**config.mk**
```make
export PLATFORM = sky130hd
export DESIGN_NAME = mem_port_arbiter
export DESIGN_NICKNAME = d
export VERILOG_FILES = /design/src/rtl/mem_port_arbiter.sv
export SDC_FILE = /design/constraint.sdc
export NUM_CORES = 1
export LEC_CHECK = 0
export ABC_AREA = 1
export ABC_CLOCK_PERIOD_IN_PS = 1600
export BUFFER_PORTS_ARGS = -buffer_cell sky130_fd_sc_hd__buf_2
export CORE_AREA = 4 4 89 91
export CTS_CLUSTER_SIZE = 40
export DETAILED_ROUTE_END_ITERATION = 12
export DIE_AREA = 0 0 93 95
export PLACE_DENSITY = 0.67
export SLEW_MARGIN = 20
export SYNTH_ARGS = -nofsm -noshare
export SYNTH_HDL_FRONTEND = slang
export SYNTH_SLANG_ARGS = --single-unit
```
**constraint.sdc**
```tcl
create_clock -name clk -period 1.6 [get_ports clk]
set_clock_uncertainty 0.2 [all_clocks]
set_input_delay 0.16 -clock clk [delete_from_list [all_inputs] [get_ports clk]]
set_output_delay 0.16 -clock clk [all_outputs]
set_load 0.005 [all_outputs]
```
**src/rtl/mem_port_arbiter.sv**
```systemverilog
// Arbiter sharing one synchronous single-port RAM between a program loader (LOAD phase)
// and the core fetch/data ports (RUN phase), with a starvation guard for fetch.
module mem_port_arbiter #(
    parameter int unsigned AW           = 6,
    parameter int unsigned DW           = 32,
    parameter int unsigned STARVE_LIMIT = 4
) (
    input  logic          clk,
    input  logic          rst,

    input  logic          ld_req,
    input  logic [AW-1:0] ld_addr,
    input  logic [DW-1:0] ld_wdata,
    input  logic          ld_done,
    output logic          ld_gnt,

    input  logic          i_req,
    input  logic [AW-1:0] i_addr,
    output logic          i_gnt,
    output logic          i_rvalid,
    output logic [DW-1:0] i_rdata,

    input  logic          d_req,
    input  logic          d_we,
    input  logic [AW-1:0] d_addr,
    input  logic [DW-1:0] d_wdata,
    output logic          d_gnt,
    output logic          d_rvalid,
    output logic [DW-1:0] d_rdata,

    output logic          ram_en,
    output logic          ram_we,
    output logic [AW-1:0] ram_addr,
    output logic [DW-1:0] ram_wdata,
    input  logic [DW-1:0] ram_rdata,

    output logic          core_stall,
    output logic          phase_run
);

    localparam int unsigned   SW        = $clog2(STARVE_LIMIT + 1);
    localparam logic [SW-1:0] StarveMax = SW'(STARVE_LIMIT);

    typedef enum logic {StLoad, StRun} state_e;

    state_e        state_q;
    logic [SW-1:0] starve_q;
    logic          i_rvalid_q;
    logic          d_rvalid_q;

    logic          in_load;
    logic          in_run;
    logic          fetch_first;

    // Grants are forced low while rst is high, independent of the registered state.
    always_comb begin
        in_load     = (state_q == StLoad) && !rst;
        in_run      = (state_q == StRun) && !rst;
        fetch_first = (starve_q == StarveMax);

        ld_gnt = in_load && ld_req;
        i_gnt  = in_run && i_req && (!d_req || fetch_first);
        d_gnt  = in_run && d_req && !(i_req && fetch_first);

        core_stall = !rst && ((i_req && !i_gnt) || (d_req && !d_gnt));
    end

    always_comb begin
        ram_en    = 1'b0;
        ram_we    = 1'b0;
        ram_addr  = '0;
        ram_wdata = '0;
        if (ld_gnt) begin
            ram_en    = 1'b1;
            ram_we    = 1'b1;
            ram_addr  = ld_addr;
            ram_wdata = ld_wdata;
        end else if (i_gnt) begin
            ram_en   = 1'b1;
            ram_addr = i_addr;
        end else if (d_gnt) begin
            ram_en    = 1'b1;
            ram_we    = d_we;
            ram_addr  = d_addr;
            ram_wdata = d_wdata;
        end
    end

    always_ff @(posedge clk) begin
        if (rst) begin
            state_q    <= StLoad;
            starve_q   <= '0;
            i_rvalid_q <= 1'b0;
            d_rvalid_q <= 1'b0;
        end else begin
            if (state_q == StLoad && ld_done) begin
                state_q <= StRun;
            end

            // Counts consecutive cycles a live fetch request lost to data.
            if (state_q != StRun || i_gnt || !i_req) begin
                starve_q <= '0;
            end else if (starve_q != StarveMax) begin
                starve_q <= starve_q + SW'(1);
            end

            i_rvalid_q <= i_gnt;
            d_rvalid_q <= d_gnt && !d_we;
        end
    end

    assign phase_run = (state_q == StRun);
    assign i_rvalid  = i_rvalid_q;
    assign d_rvalid  = d_rvalid_q;
    assign i_rdata   = ram_rdata;
    assign d_rdata   = ram_rdata;

endmodule

```
==> metrics.md <==
| Metric | Value |
|---|---|
| Total count of max-transition violations in the final report | `0` |
| Nets in the synthesized netlist | `360` |
| Rows | `31` |
| First-pass GRT wire length | `between 7 and 8 mm` |
| Share of cells above drive strength 1 | `0.693` |
| Core ar. | `~7100 sq um` |
| Residual overflow from global routing | `0` |
| Final hold violation count | `0` |
| DR iter-0 viols | `21` |
| Clock slew at the register clock pins of the worst setup and hold paths | `40 ps` |
| Maximum number of pins on one net before global-route repair | `21` |
| Register area | `123 sq um` |
| Post-Layout Cell Count | `425` |
| Violations in the final reports | `negative setup slack` |
| Worst relative slew slack | `0.814` |
| Final period demand of the worst path | `about 1900 ps` |
| Insertion delay to the later sink of the worst-skew pair | `220 ps` |
| Antenna Cells | `0` |
| Setup TNS | `-9600 ps` |
| Crit. End Element | `primary output` |
| Routed vias/inst | `3.94` |
| Period Utilization, post-route | `1.16` |
| Total global-route track usage | `0.0998` |
| Post-place setup slack | `-48.6 ps` |
| Final hold slack | `roughly 58 ps` |
| Avg Inst Size Synth | `5.52 sq um` |
| Total instance count after detailed placement | `between 400 and 500` |
| Largest stage delay on the critical path | `310 ps` |
| Die Wd | `93 um` |
| Number of global-route vias before repair | `1,633` |
| Synthesis-to-finish area growth | `72.7%` |
| Arrival time of the worst setup path | `1500 ps` |
| Depth of the critical timing path with buffers and inverters included | `10` |
| # Max-Cap Violations | `0` |
| Total via count in the routed design | `1,675` |
| CTS tree | `yes` |
| Filler Cells Inserted | `roughly 800` |
| Startpoint Class | `flop` |
| Count of TritonRoute iterations in the first routing pass | `4` |
| Maximum operating frequency | `537 MHz` |
| Tightest Pin Transition | `279 ps` |
| Die boundary height | `95 um` |
| Worst Path Buf+Inv | `5` |
| Depth of the CTS H-tree | `1` |
| Number of distinct library cells after synthesis | `15` |
| Summed area of non-filler cells in the final layout | `2260 sq um` |
| Unrepaired setup endpoints after global routing | `true` |
| Routed Antenna Nets | `0` |
| CTS max path bufs | `2` |
| Maximum resistive drop on vdd | `341 uV` |
| Class of the most critical hold timing path | `input pin to flop` |
| Total setup violations reported at the end of the flow | `43` |
| Buffer cell driving the clock tree root | `clkbuf_8` |
| Final weighted congestion in routability-driven placement | `0.687` |
| Critical setup path kind | `flop to primary output` |
| Worst hold path stage count | `4` |
| Number of CTS-inserted buffers | `3` |
| Effective utilization at floorplan | `0.183` |
| Standby leakage power | `between 0.001 and 0.0015 uW` |
| Share of synthesized area occupied by flip-flops and latches | `0.0918` |
| Netlist area before placement | `1310 sq um` |
| Series of cell instances along the critical path | `inv_2 > ha_4 > nand3_4 > nand2_4 > inv_6 > buf_12 > clkbuf_16 > nand2_2 > nand2_2 > buf_6` |
| Post-synthesis instance total | `237` |
| Number of antenna violations at the first check in global routing | `0` |
| Buffers added on ports | `135` |
| Reg2Reg Depth | `7` |
| Total die area | `8840 sq um` |
| WL per Instance | `12.2 um` |
| Areal power density over the cells | `366 nW/um^2` |
| Number of design rule violations left after detail routing | `0` |
| Worst Path Max Fanout | `6` |
| Category of cells accounting for the largest share of critical-path delay | `buffers and inverters` |
| Warnings from Yosys | `0` |
| Post-Place Cell Area | `1680 sq um` |
| Most common cell type on the critical path | `nand2_2` |
| Outcome | `finished, violations left` |
| Min setup slack post-route | `-262 ps` |
| Worst EP required | `1240 ps` |
| Number of primary I/O pins | `232` |
| Final HPWL DP | `3.70 mm` |
| Synth Register Bits | `6` |
| Nets | `451` |
| Final wirelength | `5.21 mm` |
| Number of sinks on the clock net | `6` |
| Library cell contributing the largest single delay on the critical path | `dfxtp_2` |
| Multi-input combinational cell area | `910 sq um` |
==> placed cells by master (no fill, tap or decap), types with 2 or more instances in the layout <==
cell type / netlist / layout
nand2_2: 1 / 29
clkbuf_8: 0 / 3
buf_4: 68 / 10
inv_2: 1 / 2
clkbuf_16: 0 / 2
nor2_2: 0 / 3
dfxtp_2: 0 / 2
buf_16: 0 / 3
nand2_1: 117 / 71
nor2_1: 9 / 6
buf_12: 0 / 4
dlygate4sd3_1: 0 / 2
nand3_2: 0 / 6
buf_2: 4 / 131
nand2_4: 0 / 18
dfxtp_1: 6 / 4
nand3_1: 15 / 8
a21oi_1: 3 / 2
buf_6: 0 / 6
inv_1: 6 / 4
==> worst min-delay path, cell delays in order <==
cell     delay, ps
buf_2          100
inv_1           70
nand2_1         60
nand2_1         40
==> layout make-up <==
type / count / share of cell area
clock buffers: 3 / 0.0183
inverters: 7 / 0.0138
multi-input cells: 152 / 0.403
flip-flops and latches: 6 / 0.0543
well taps: 99 / 0.0548
repair buffers: 158 / 0.456
==> final timing paths <==
path          startpoint            end  slack [ps]
max          starve_q[0]  ram_wdata[10]        -260
min reg2reg  starve_q[0]    starve_q[0]         300
min                  rst      phase_run          60
max reg2reg  starve_q[0]    starve_q[1]         210
==> layer usage <==
layer / share of wire / global-route usage / wire length (um) / vias up
met4: 0.033 / 0.0537 / 173 / 0
li1: - / - / - / 833
met5: 0 / 0 / 0 / -
met2: 0.51 / 0.185 / 2680 / 89
met3: 0.10 / 0.0279 / 525 / 22
met1: 0.35 / 0.101 / 1830 / 731
==> synth_stat cells <==
cell type  instances  share of area
nand2_1          117           0.34
buf_4             68           0.39
nand3_1           15          0.057
nor2_1             9          0.026
dfxtp_1            6          0.092
inv_1              6          0.017
buf_2              4          0.015
a21oi_1            3          0.011
and2_1             2         0.0096
ha_1               2          0.019
inv_2              1         0.0029
nand2_2            1         0.0048
nor2_4             1         0.0086
o21ai_1            1         0.0038
xnor2_1            1         0.0067
==> registers in the layout, indices dropped and copies added (netlist names) <==
register and flops:
starve_q 3, i_rvalid 1, phase_run 1, d_rvalid 1
==> cells by family (layout without fill, tap and decap cells) <==
kind of cell,count (synthesis),in the layout,share of synthesized area
AO/OA/AOI/OAI,4,4,0.0153
XOR/XNOR,1,1,0.00669
adder cells (fa/ha/maj),2,2,0.0191
buffers and inverters,79,168,0.425
flip-flops,6,6,0.0918
AND/OR/NAND/NOR,145,145,0.442
==> what timing repair did <==
item	4_1_cts	5_1_grt
resized for setup	34	63
gates cloned	3	2
buffers inserted	5	1
endpoints found under the hold margin	2	0
endpoints found under the setup margin	43	44
hold buffers	2	0
pin swaps	5	7
==> through the flow <==
stage / util / power, uW
6_report: 0.317 / 827
5_1_grt: 0.317 / 889
4_1_cts: 0.276 / 774
3_3_place_gp: 0.235 / 478
2_1_floorplan: - / 405
3_5_place_dp: 0.235 / 484
==> where the power goes <==
group / total (uW) / switching, uW / internal, uW
Sequential: 157 / 2.26 / 155
Clock: 227 / 65.1 / 162
Combinational: 443 / 205 / 238
Total: 827 / 272 / 555
Note: power is estimated with default switching activity, not from simulation.
